--- config.mk ---
export PLATFORM = sky130hd
export DESIGN_NAME = jtag2or_burst
export DESIGN_NICKNAME = d
export VERILOG_FILES = /design/src/rtl/jtag2or_burst.sv
export SDC_FILE = /design/constraint.sdc
export NUM_CORES = 1
export LEC_CHECK = 0
export ABC_CLOCK_PERIOD_IN_PS = 2200
export CORE_MARGIN = 8
export CORE_UTILIZATION = 38
export CTS_CLUSTER_DIAMETER = 60
export DETAILED_ROUTE_END_ITERATION = 10
export GPL_ROUTABILITY_DRIVEN = 0
export PLACE_DENSITY = 0.89
export SLEW_MARGIN = 20
export SYNTH_ARGS = -nofsm -noshare
export SYNTH_HDL_FRONTEND = slang
export SYNTH_SLANG_ARGS = --single-unit
--- constraint.sdc ---
create_clock -name clk -period 2.2 [get_ports clk]
set_input_delay 0.55 -clock clk [delete_from_list [all_inputs] [get_ports clk]]
set_output_delay 0.55 -clock clk [all_outputs]
set_load 0.03 [all_outputs]
--- src/rtl/jtag2or_burst.sv ---
// JTAG-to-oursring master bridge: decodes a scan-loaded command buffer into single ring read/write beats,
// with auto-increment addressing, byte strobes, a response timeout and sticky error status.
`timescale 1ns/1ps
module jtag2or_burst #(
    parameter int                   ADDR_W      = 40,
    parameter int                   DATA_W      = 64,
    parameter int                   CMDBUF_W    = 128,
    parameter int                   TIMEOUT_W   = 16,
    parameter logic [TIMEOUT_W-1:0] TIMEOUT_CYC = 16'hFFFF,
    parameter int                   ID_W        = 4
) (
    input  logic                clk,
    input  logic                rstn,
    input  logic [CMDBUF_W-1:0] cmdbuf_in,
    input  logic                cmd_vld_in,
    output logic [DATA_W-1:0]   rdata_out,
    output logic                rdata_vld_out,
    output logic [2:0]          status_out,
    output logic [ADDR_W-1:0]   or_req_if_ar_addr,
    output logic [ID_W-1:0]     or_req_if_ar_id,
    output logic                or_req_if_arvalid,
    input  logic                or_req_if_arready,
    output logic [ADDR_W-1:0]   or_req_if_aw_addr,
    output logic [ID_W-1:0]     or_req_if_aw_id,
    output logic                or_req_if_awvalid,
    input  logic                or_req_if_awready,
    output logic [DATA_W-1:0]   or_req_if_w_data,
    output logic [DATA_W/8-1:0] or_req_if_w_strb,
    output logic                or_req_if_w_last,
    output logic                or_req_if_wvalid,
    input  logic                or_req_if_wready,
    input  logic [DATA_W-1:0]   or_rsp_if_r_data,
    input  logic                or_rsp_if_rvalid,
    output logic                or_rsp_if_rready,
    input  logic                or_rsp_if_bvalid,
    output logic                or_rsp_if_bready
);
    localparam int BYTES  = DATA_W / 8;
    localparam int USED_W = 2 + ADDR_W + DATA_W + BYTES;

    typedef enum logic [2:0] {IDLE, DECODE, RREQ, RRSP, WREQ, WAIT_AW, WAIT_W, WRSP} state_t;

    state_t               state_reg, state_next;
    logic                 cmd_dly_reg;
    logic [1:0]           cmd_reg;
    logic [ADDR_W-1:0]    cur_addr_reg;
    logic [DATA_W-1:0]    wdata_reg;
    logic [BYTES-1:0]     wstrb_reg;
    logic [DATA_W-1:0]    rdata_reg;
    logic                 rdata_vld_reg;
    logic [TIMEOUT_W-1:0] tmo_cnt_reg;
    logic                 err_overrun_reg;
    logic                 err_timeout_reg;
    logic                 ready_en_reg;

    logic                 cmd_fall, launch, in_tmo, tmo_hit, rd_done, wr_done;
    logic                 arvalid, awvalid, wvalid, rready, bready;
    logic [TIMEOUT_W-1:0] tmo_cnt_inc;
    logic [BYTES-1:0]     wstrb_eff;
    logic                 strb_zero;

    assign cmd_fall    = cmd_dly_reg && !cmd_vld_in;
    assign launch      = cmd_fall && (state_reg == IDLE);
    assign in_tmo      = (state_reg != IDLE) && (state_reg != DECODE);
    assign tmo_cnt_inc = tmo_cnt_reg + {{(TIMEOUT_W-1){1'b0}}, 1'b1};

    generate
        if (CMDBUF_W > USED_W) begin : g_spare
            logic unused_cmdbuf;
            assign unused_cmdbuf = ^cmdbuf_in[CMDBUF_W-1:USED_W];
        end
    endgenerate

    // A zero strobe field means "write every byte lane".
    assign strb_zero = (wstrb_reg == '0);
    genvar gi;
    generate
        for (gi = 0; gi < BYTES; gi++) begin : g_strb
            assign wstrb_eff[gi] = wstrb_reg[gi] | strb_zero;
        end
    endgenerate

    always_comb begin
        state_next = state_reg;
        arvalid    = 1'b0;
        awvalid    = 1'b0;
        wvalid     = 1'b0;
        rready     = 1'b0;
        bready     = 1'b0;
        rd_done    = 1'b0;
        wr_done    = 1'b0;
        tmo_hit    = 1'b0;
        case (state_reg)
            IDLE: begin
                // Responses arriving after an abort are drained here and dropped.
                rready = ready_en_reg;
                bready = ready_en_reg;
                if (launch) state_next = DECODE;
            end
            DECODE:  state_next = cmd_reg[0] ? WREQ : RREQ;
            RREQ: begin
                arvalid = 1'b1;
                if (or_req_if_arready) state_next = RRSP;
            end
            RRSP: begin
                rready = 1'b1;
                if (or_rsp_if_rvalid) begin
                    rd_done    = 1'b1;
                    state_next = IDLE;
                end
            end
            WREQ: begin
                awvalid = 1'b1;
                wvalid  = 1'b1;
                case ({or_req_if_awready, or_req_if_wready})
                    2'b11:   state_next = WRSP;
                    2'b10:   state_next = WAIT_W;
                    2'b01:   state_next = WAIT_AW;
                    default: state_next = WREQ;
                endcase
            end
            WAIT_AW: begin
                awvalid = 1'b1;
                if (or_req_if_awready) state_next = WRSP;
            end
            WAIT_W: begin
                wvalid = 1'b1;
                if (or_req_if_wready) state_next = WRSP;
            end
            WRSP: begin
                bready = 1'b1;
                if (or_rsp_if_bvalid) begin
                    wr_done    = 1'b1;
                    state_next = IDLE;
                end
            end
            default: state_next = IDLE;
        endcase
        // A response landing on the final allowed cycle still counts as a completion.
        if ((TIMEOUT_CYC != '0) && in_tmo && (tmo_cnt_inc == TIMEOUT_CYC) && !rd_done && !wr_done) begin
            tmo_hit    = 1'b1;
            state_next = IDLE;
        end
    end

    always_ff @(posedge clk or negedge rstn) begin
        if (!rstn) begin
            state_reg       <= IDLE;
            cmd_dly_reg     <= 1'b0;
            cmd_reg         <= '0;
            cur_addr_reg    <= '0;
            wdata_reg       <= '0;
            wstrb_reg       <= '0;
            rdata_reg       <= '0;
            rdata_vld_reg   <= 1'b0;
            tmo_cnt_reg     <= '0;
            err_overrun_reg <= 1'b0;
            err_timeout_reg <= 1'b0;
            ready_en_reg    <= 1'b0;
        end else begin
            state_reg    <= state_next;
            cmd_dly_reg  <= cmd_vld_in;
            ready_en_reg <= 1'b1;
            if (launch) begin
                cmd_reg         <= cmdbuf_in[1:0];
                wdata_reg       <= cmdbuf_in[2+ADDR_W +: DATA_W];
                wstrb_reg       <= cmdbuf_in[2+ADDR_W+DATA_W +: BYTES];
                err_overrun_reg <= 1'b0;
                err_timeout_reg <= 1'b0;
                if (!cmdbuf_in[1]) cur_addr_reg <= cmdbuf_in[2 +: ADDR_W];
            end
            if (cmd_fall && (state_reg != IDLE)) err_overrun_reg <= 1'b1;
            if (state_reg == DECODE)     tmo_cnt_reg <= '0;
            else if (in_tmo)             tmo_cnt_reg <= tmo_cnt_inc;
            if (rd_done)                 rdata_reg <= or_rsp_if_r_data;
            if (rd_done || wr_done)      cur_addr_reg <= cur_addr_reg + ADDR_W'(BYTES);
            if (tmo_hit) begin
                err_timeout_reg <= 1'b1;
                rdata_reg       <= '1;
            end
            if (rd_done || wr_done || tmo_hit) rdata_vld_reg <= 1'b1;
            else if (cmd_vld_in)               rdata_vld_reg <= 1'b0;
        end
    end

    assign rdata_out         = rdata_reg;
    assign rdata_vld_out     = rdata_vld_reg;
    assign status_out        = {err_overrun_reg, err_timeout_reg, state_reg != IDLE};
    assign or_req_if_ar_addr = cur_addr_reg;
    assign or_req_if_ar_id   = '0;
    assign or_req_if_arvalid = arvalid;
    assign or_req_if_aw_addr = cur_addr_reg;
    assign or_req_if_aw_id   = '1;
    assign or_req_if_awvalid = awvalid;
    assign or_req_if_w_data  = wdata_reg;
    assign or_req_if_w_strb  = wstrb_eff;
    assign or_req_if_w_last  = 1'b1;
    assign or_req_if_wvalid  = wvalid;
    assign or_rsp_if_rready  = rready;
    assign or_rsp_if_bready  = bready;
endmodule

==> results.tsv <==
metric	value	unit
run status	complete, but fails checks	
failing checks	setup timing	
Final HPWL DP	26200	um
Max VDD drop	1.11	mV
Synth cell types	59	
Pleak	0.00758	uW
number of antenna violations at the first check in global routing	1	
max-cap viol count	0	
Metal-1 WL	14500	um
Syn-to-layout area delta	71.9	%
fin. max-slew vios	0	
PortBufs	410	
commonest cells after routing, fill and taps aside	clkdlybuf4s50_1 (316), dfrtp_1 (193), buf_4 (90)	
die width	175	um
die height	175	um
Worst Setup Path Type	register to register	
Inserted Clock Buffers	26	
CTS tree	built	
Worst Tran Pin Value	596	ps
Finished Cell Area	0.0165	sq mm
via/cell ratio	5.38	
largest net degree at the start of global routing	63	
met3 wire len	4290	um
commonest non-fill, non-tap cell in the layout	clkdlybuf4s50_1	
dominant synthesized flop cell	dfrtp_1	
r2r endpoint	rdata_out[39]	
sequential area share after synthesis	52.3	%
first-pass GRT wire length	55500	um
CTS max path bufs	3	
Hold Slack	39.2	ps
ANT cells	0	
top layer in use	met5	
min-delay worst type	primary input to asynchronous set/reset pin	
Placement Setup Slack	-351	ps
Seq cells post-synth	201	
Final ANT Viol Nets	0	
worst clock skew	15.0	ps
fraction of registers with async set/reset	100	%
CTS root buf	clkbuf_16	
final cell count without fillers	1703	
share of layout cells above drive strength 1	27.6	%
routed vias	9165	
FF-to-FF path depth	7	
clk sinks	201	
Clock transition at path regs	60	ps
CTS Hold Bufs	0	
DRT Pass-1 Iters	5	
number of synthesized flops with an enable pin	0	
Rel. slew slack	60.3	%
Final Hold Fails	0	
GRT Resource Usage Total	22.6	%
final setup vio count	85	
Worst EP arrival	2810	ps
Row Count	58	
critical path peak fanout	8	
WL/cell	22.9	um
PD cells	1550	mW/mm^2
final worst path period need	2370	ps
highest clock rate	421	MHz
Starting Density	38.4	%
Period Utilization, post-route	108	%
unrepaired setup endpoints after global routing	yes	
vias in the first global route	9564	
dpl cells	1617	
Final WS setup	-173	ps
DRC viols	0	
CP Capture Type	register	
Reg2Reg Launch Point	tmo_cnt_reg[10]	
WP data required	2640	ps
Skew-Pair Late Insertion Delay	520	ps
H-Tree Level Count	1	
Synth Warn #	0	
Final nets	1557	
Die ar.	0.0307	sq mm
initial DRC count	566	
r2r setup slk	-170	ps
Avg Cell Area, Syn	11.0	sq um
grt ovf	0	
Mapped Area	0.00962	sq mm
Placed Instance Area	0.0145	sq mm
Total Wirelength	39000	um
Critical Path Start Type	register	
Core ar.	0.0250	sq mm
# IOs	434	
Syn Inst Count	876	
met2 wire len	19200	um
[synthesized netlist by cell type, types with 9 or more instances]
master | instances | share of area (%)
nand4_1 | 15 | 0.98
nand2_1 | 76 | 3.0
dfrtp_1 | 201 | 52
clkbuf_1 | 40 | 1.6
nand3_1 | 27 | 1.4
buf_2 | 10 | 0.52
o311ai_0 | 9 | 0.82
mux2i_1 | 69 | 7.2
o21ai_2 | 10 | 0.91
inv_1 | 9 | 0.35
a21oi_1 | 15 | 0.78
mux2_2 | 75 | 8.8
o211ai_1 | 19 | 1.5
nor3_1 | 14 | 0.73
nor2_1 | 29 | 1.1
o21ai_0 | 85 | 4.4
buf_4 | 51 | 4.0
[critical path, cell delays in order (launching register included)]
cell and delay, ps:
dfrtp_1 400, nand4_4 120, or4_4 530, and3_4 160, or4_4 600, buf_12 190
clkbuf_16 170, o21ai_4 120
[repair_timing]
action | CTS | global route
endpoints found under the setup margin | 156 | 191
gates resized for setup | 193 | 126
pin swaps | 9 | 18
gates cloned | 6 | 11
buffers inserted | 11 | 13
[where the power goes]
part           total, uW  internal [uW]  switching, uW
registers           6740           5420           1320
clock network       4490           2830           1660
logic              14400           6210           8200
[routing by layer]
layer	global-route usage, %	vias to the layer above
li1	-	4088
met1	26.4	4507
met2	38.6	496
met3	8.07	72
met4	6.18	2
met5	0	-
[final cells by class]
| type | instances | area (sq um) |
|---|---|---|
| Fill cell | 1740 | 8500 |
| Timing Repair Buffer | 548 | 5630 |
| Sequential cell | 201 | 5040 |
| Multi-Input combinational cell | 568 | 4510 |
| Clock buffer | 35 | 736 |
| Tap cell | 330 | 413 |
| Clock inverter | 12 | 183 |
| Inverter | 9 | 37.5 |
[how the worst max path moves through the flow]
stage	cells after the start	start	slack, ps	to
after CTS	7	tmo_cnt_reg[13]	-190	rdata_out[39]
final	7	tmo_cnt_reg[10]	-170	rdata_out[39]
after global routing	5	wstrb_reg[6]	-230	or_req_if_w_strb[6]
after global placement	6	cmd_vld_in	-260	wstrb_reg[2]
after floorplan	8	tmo_cnt_reg[5]	-80	rdata_out[34]
after detailed placement	8	tmo_cnt_reg[6]	-350	rdata_out[14]
[logic make-up (layout without fill, tap and decap cells)]
family                   Yosys count  after routing  synth area share (%)
other                              2             10                0.0780
flip-flops                       201            201                  52.3
XOR/XNOR                           7              7                 0.637
multiplexers                     144            144                  16.0
AO/OA/AOI/OAI                    182            182                  12.3
AND/OR/NAND/NOR                  222            222                  11.6
adder cells (fa/ha/maj)            3              3                 0.390
buffers and inverters            115            604                  6.79
[stage by stage]
step,power (uW),TNS (ps),utilization (%)
floorplan,14300,-1160,-
finish,25600,-9520,66.1
CTS,25000,-10900,63.3
global placement,20000,-33740,58.0
global route,26800,-15390,66.1
detailed placement,20400,-39670,58.0
(Power assumes the default switching activity.)
